[config.mk]
export PLATFORM = sky130hd
export DESIGN_NAME = cpu_phase_controller
export DESIGN_NICKNAME = d
export VERILOG_FILES = /design/src/rtl/cpu_phase_controller.sv
export SDC_FILE = /design/constraint.sdc
export NUM_CORES = 1
export LEC_CHECK = 0
export ABC_AREA = 1
export BUFFER_PORTS_ARGS = -buffer_cell sky130_fd_sc_hd__buf_2
export CORE_AREA = 2 2 47 49
export CTS_CLUSTER_SIZE = 30
export DETAILED_ROUTE_END_ITERATION = 8
export DIE_AREA = 0 0 49 51
export PLACE_DENSITY_LB_ADDON = 0.12
export SKIP_CTS_REPAIR_TIMING = 1
export SLEW_MARGIN = 5
export SYNTH_ARGS = -nofsm -noshare
export SYNTH_HDL_FRONTEND = slang
export SYNTH_SLANG_ARGS = --single-unit
[constraint.sdc]
create_clock -name Clk -period 1.83 [get_ports Clk]
set_input_delay 0.366 -clock Clk [delete_from_list [all_inputs] [get_ports Clk]]
set_output_delay 0.366 -clock Clk [all_outputs]
set_load 0.1 [all_outputs]
[src/rtl/cpu_phase_controller.sv]
// Eight-phase fetch/execute sequencer for the 8-bit CPU: phase counter, sticky halt,
// retired-instruction counter and the per-phase control strobes decoded from opcode and Zero.
//
// state      | meaning
// INST_ADDR  | PC drives the memory address
// INST_FETCH | instruction read from memory
// INST_LOAD  | instruction register loads
// IDLE       | instruction register holds its load
// OP_ADDR    | PC increments, or the halt is taken on HLT
// OP_FETCH   | operand read for ALU instructions
// ALU_OP     | operand presented to ALU; SKZ skip, JMP load, STO drive
// STORE      | accumulator load, memory write or jump completes
module cpu_phase_controller #(
    parameter int CNT_W = 8
) (
    input  logic             Clk,
    input  logic             Reset,
    input  logic             Run,
    input  logic [2:0]       Opcode,
    input  logic             Zero,
    output logic [2:0]       Phase,
    output logic             Sel,
    output logic             Rd,
    output logic             Ld_ir,
    output logic             Inc_pc,
    output logic             Ld_pc,
    output logic             Ld_ac,
    output logic             Wr,
    output logic             Data_e,
    output logic             Halted,
    output logic [CNT_W-1:0] Instr_cnt
);

    typedef enum logic [2:0] {
        INST_ADDR  = 3'd0,
        INST_FETCH = 3'd1,
        INST_LOAD  = 3'd2,
        IDLE       = 3'd3,
        OP_ADDR    = 3'd4,
        OP_FETCH   = 3'd5,
        ALU_OP     = 3'd6,
        STORE      = 3'd7
    } phase_t;

    localparam logic [2:0] OP_HLT = 3'd0;
    localparam logic [2:0] OP_SKZ = 3'd1;
    localparam logic [2:0] OP_ADD = 3'd2;
    localparam logic [2:0] OP_AND = 3'd3;
    localparam logic [2:0] OP_XOR = 3'd4;
    localparam logic [2:0] OP_LDA = 3'd5;
    localparam logic [2:0] OP_STO = 3'd6;
    localparam logic [2:0] OP_JMP = 3'd7;

    phase_t phase_q;
    logic   alu_op;
    logic   take_halt;

    assign Phase     = phase_q;
    assign alu_op    = (Opcode == OP_ADD) || (Opcode == OP_AND) ||
                       (Opcode == OP_XOR) || (Opcode == OP_LDA);
    assign take_halt = (phase_q == OP_ADDR) && (Opcode == OP_HLT);

    always_ff @(posedge Clk) begin
        if (Reset) begin
            phase_q   <= INST_ADDR;
            Halted    <= 1'b0;
            Instr_cnt <= '0;
        end else if (Run && !Halted) begin
            if (take_halt) begin
                Halted <= 1'b1;
            end else begin
                phase_q <= phase_t'(phase_q + 3'd1);
                if (phase_q == STORE) begin
                    Instr_cnt <= Instr_cnt + CNT_W'(1);
                end
            end
        end
    end

    // Reset forces the PC onto the address bus even while Run is low.
    always_comb begin
        Sel    = 1'b0;
        Rd     = 1'b0;
        Ld_ir  = 1'b0;
        Inc_pc = 1'b0;
        Ld_pc  = 1'b0;
        Ld_ac  = 1'b0;
        Wr     = 1'b0;
        Data_e = 1'b0;
        if (Reset) begin
            Sel = 1'b1;
        end else if (Run && !Halted) begin
            case (phase_q)
                INST_ADDR: begin
                    Sel = 1'b1;
                end
                INST_FETCH: begin
                    Sel = 1'b1;
                    Rd  = 1'b1;
                end
                INST_LOAD, IDLE: begin
                    Sel   = 1'b1;
                    Rd    = 1'b1;
                    Ld_ir = 1'b1;
                end
                OP_ADDR: begin
                    Inc_pc = (Opcode != OP_HLT);
                end
                OP_FETCH: begin
                    Rd = alu_op;
                end
                ALU_OP: begin
                    Rd     = alu_op;
                    Inc_pc = (Opcode == OP_SKZ) && Zero;
                    Ld_pc  = (Opcode == OP_JMP);
                    Data_e = (Opcode == OP_STO);
                end
                STORE: begin
                    Rd     = alu_op;
                    Ld_ac  = alu_op;
                    Ld_pc  = (Opcode == OP_JMP);
                    Wr     = (Opcode == OP_STO);
                    Data_e = (Opcode == OP_STO);
                end
                default: begin
                    Sel = 1'b0;
                end
            endcase
        end
    end

endmodule
After elaboration in Yosys (flattened, before gate mapping)

Index checks and enable logic that the tools add are counted.

Register bits: 12
Input bits: 7
Output and inout port bits: 20
Logic and storage cells: 62

Add/sub/neg operators: 2
Eq/ne operators: 14
Mux-type cells: 24
Bitwise gates (word level): 1
Reduce and logical (&&, ||, !) cells: 18

Operators with widths:

| operator                                                        | number |
|---|---|
| 3-bit == test, second input constant                            | 8 |
| 1-bit two-way mux                                               | 22 |
| 3-bit by 2-bit == test with 1-bit output, second input constant | 4 |
| 8-bit by 1-bit adder with 8-bit output, second input constant   | 1 |
| 3-bit by 1-bit == test with 1-bit output, second input constant | 2 |
| 3-bit zero test                                                 | 2 |
| 3-bit OR reduction                                              | 2 |
| 1-bit one-hot mux with 2 select lines                           | 2 |
| 2-bit AND reduction                                             | 2 |
| 2-bit OR reduction                                              | 2 |
| 4-bit OR reduction                                              | 1 |
| 3-bit by 1-bit adder with 3-bit output, second input constant   | 1 |
| 1-bit logical AND                                               | 3 |
| 1-bit logical OR                                                | 3 |
| 3-bit AND reduction                                             | 1 |
| 3-bit nonzero test                                              | 1 |
| 1-bit zero test                                                 | 1 |
| 1-bit inverter                                                  | 1 |

Depth between registers and ports, before layout

Depth after elaboration: 7
Gate-level depth with buffers: 10
Depth with buffers taken out: 10

Least setup slack after synthesis

OpenSTA, ideal clock, no wires.

Path kind: reg-to-output
Start: reg phase_q[1], in the netlist Phase[1]
End: out Ld_ac
Arrival time: 4.525 ns
Data required time: 1.464 ns
Path slack: -3.061 ns
Stages on the path, launching flop included: 5
Path buffers: 0
Path through: dfxtp_1 ha_1 ha_1 inv_1 nor4_1

Word-level cells in the longest chain between the ends: 4

Ends and longest elaborated chain:

| what                     | RTL line | RTL |
|---|---|---|
| start: declaration       | 54       | `phase_t phase_q;` |
| start signal: assignment | 72       | `phase_q <= phase_t'(phase_q + 3'd1);` |
| 3-bit == test            | 93       | `case (phase_q)` |
| 1-bit two-way mux        | 93       |  |
| 1-bit two-way mux        | 92       | `end else if (Run && !Halted) begin` |
| 1-bit two-way mux        | 90       | `if (Reset) begin` |
| end: declaration         | 27       | `output logic Ld_ac,` |

Every way passes these cells.

Worst setup path in the final report

Start: reg phase_q[0], in the netlist Phase[0]
End: out Rd

Word-level cells in the longest chain between the ends: 5
Elaborated cells on any way between the ends: 11
Classes of those cells: eq/ne (6); mux (3); reduce/logical (2)

Ends and longest elaborated chain:

| what                                      | RTL line | RTL |
|---|---|---|
| 3-bit == test (tied with other cells)     | 93       |  |
| 3-bit OR reduction (no line)              | --       |  |
| 1-bit one-hot mux with 2 select lines (*) | 93       |  |
| 1-bit two-way mux (*)                     | 92       |  |
| 1-bit two-way mux (*)                     | 90       |  |
| end: declaration                          | 23       | `output logic Rd,` |

Every way passes the cells marked *; elsewhere a longest branch is shown, timed or not.

==> reports/metrics.cfg <==
[drt]
drc=0
dr.first_iter.drc_count=9
wire_per_inst_um=10.70
wl_met2_um=1064
wl_met1_um=992
via_per_inst=4.678
top_layer_used=met4
drt_wl_total_um=2225
ant_nets=0
num_vias=973
wl_met3_um=119
firstDrtPassIters=4

[clock_tree]
cts_root_buffer=clkbuf_4
insertion_delay_ps=280
cts_sinks=12
cts.clk_slew.worst_paths_ps=80
numCtsBuffers=3
tritoncts=yes
htreeDepth=1
cts.path.max_buffers=2

[die]
die-area_um2=2499
die_w_um=49
rows=17
die_h_um=51
initial_core_util_pct=41.42
pin_count=27
coreArea_um2=2063

[logic_synthesis]
async_flop_share_pct=0
syn-instance-count=137
ys_warn_count=0
yosys-top-cells-count=40 x nand2_1, 23 x inv_1, 16 x nor2_1, 13 x a21oi_1, 12 x dfxtp_1
yosysMostFrequentCell=nand2_1
synth-edff-count=0
synth_area_per_cell_um2=6.238
synthDistinctLibCells=18
synthTopCellsByArea=dfxtp_1 28%, nand2_1 18%, ha_1 12%, inv_1 10%, a21oi_1 7.6%
yosysTopAreaCellShare_pct=28.11
synth.net_count=152
syn_area_um2=854.6
synth.ff_latch_count=12
seq_area_frac_synth_pct=28.11
synth_area_leader_cell=dfxtp_1
ys.flop_type=dfxtp_1

[worst_hold_path]
hold_start=Run
hold_class=input port to flip-flop

[grt]
grt_overflow=0
grt_pass1_wl_um=3643
antenna_found_initial=0
first_global_vias=878
grt_start_max_net_pins=11
grt_usage_pct=19.31

[power]
p_per_area_nw_per_um2=476.9
p_leak_nw=0.6369
irDropWorstVdd_v=0.0005490

[sta]
fin_crit_sh_pct=111.3
setup-violations-final=7
fin_crit_ps=2037
setup_slack_ps=-207.1
tightestPinTransition_ps=491.7
maxSlewHeadroom_pct=67.44
maxSlewViolCount=0
timing.fmax_mhz=490.9
skew_ps=3.342
hold_violations=0
rsz0062_at_grt=true

[worst_setup_path]
worstSetupPathType=flip-flop to output port
start_kind=flip-flop
endpoint_kind=output port
cp_data_required_time_ps=1460
cp_data_arrival_time_ps=1670
crit_path_max_fanout=4
timing.rr.start=Phase[0]
crit_start=Phase[0]

[cells_and_area]
n_antenna_cell=0
layoutNonFillerInstCount=208
fin_area_um2=1453
nNetsFinal=196
area_growth_pct=69.98
fillers=185
drive_gt1_share_pct=43.89
fin_util_pct=70.41

[place]
dp.cells=200
hpwl_um=1691
numPortBuffers=26
place.gp.congestion=0.7394
place_area_um2=1319

[status]
status=finished with violations
violations=setup timing

[job]
drv_cap=0

-- cells in the final DEF (no fill, tap or decap), types with 3 or more instances in the layout --
cell type and n:
inv_1 18, nor2_4 5, ha_1 4, buf_12 7
buf_2 18, inv_2 5, o21ai_0 4, dfxtp_4 4
nand2_1 38, nor2_1 12, dfxtp_1 6, a21oi_1 10
nand3_1 3, nand3_2 3, clkbuf_4 3, buf_4 13
-- stage by stage --
stage	total power [mW]	setup WS, ps	hold WS (ps)	setup TNS (ps)
5_1_grt	0.7272	-272.4	475.3	-1342
3_3_place_gp	0.4545	-51.38	475.9	-51.43
4_1_cts	0.6814	-413.8	412.6	-1912
3_5_place_dp	0.4576	-80.53	485.1	-234.3
6_report	0.6927	-207.1	469.2	-764.2
2_1_floorplan	0.4014	-551.9	642.8	-2290
-- path summary, 6_finish.rpt --
kind	to	slack, ps	depth (start not counted)
worst max register to register	Instr_cnt[1]	200	10
worst max-delay path	Rd	-210	8
worst min register to register	Instr_cnt[7]	500	2
worst min-delay path	Halted	470	5
-- power by group --
part	total [mW]	internal (mW)	switching, mW
sequential	0.269	0.263	0.00603
clock	0.216	0.121	0.0951
combinational	0.208	0.0679	0.140
-- worst max-delay path, stage by stage, from the launching register on --
cell and delay [ps]:
dfxtp_4 370, ha_4 170, ha_4 160, buf_6 120
inv_6 50, o211ai_1 120, a21oi_4 190, nor2_4 50
buf_12 160
-- flip-flops by register name (all words and copies together) (netlist names) --
name	flops
Phase	3
Halted	1
Instr_cnt	8
-- area by class of cell --
class                           count  area [µm²]  area share [%]
Inverter                           24       95.09           6.546
Clock buffer                        4       36.28           2.498
Timing Repair Buffer               40       350.3           24.12
Sequential cell                    12       257.7           17.74
Multi-Input combinational cell    100       678.2           46.68
Tap cell                           28       35.03           2.412
-- metal layers --
layer  track usage (%)  vias up
met5                 0        -
met3             5.263        5
met2             31.74       22
li1                  -      513
met4             11.90        0
met1             22.42      433
-- logic make-up after synthesis --
kind of cell / share of synthesized area, %
flip-flops: 28.11
AO/OA/AOI/OAI: 12.59
AND/OR/NAND/NOR: 34.55
adder cells (fa/ha/maj): 11.71
XOR/XNOR: 2.050
buffers and inverters: 10.98
(Power assumes the default switching activity.)
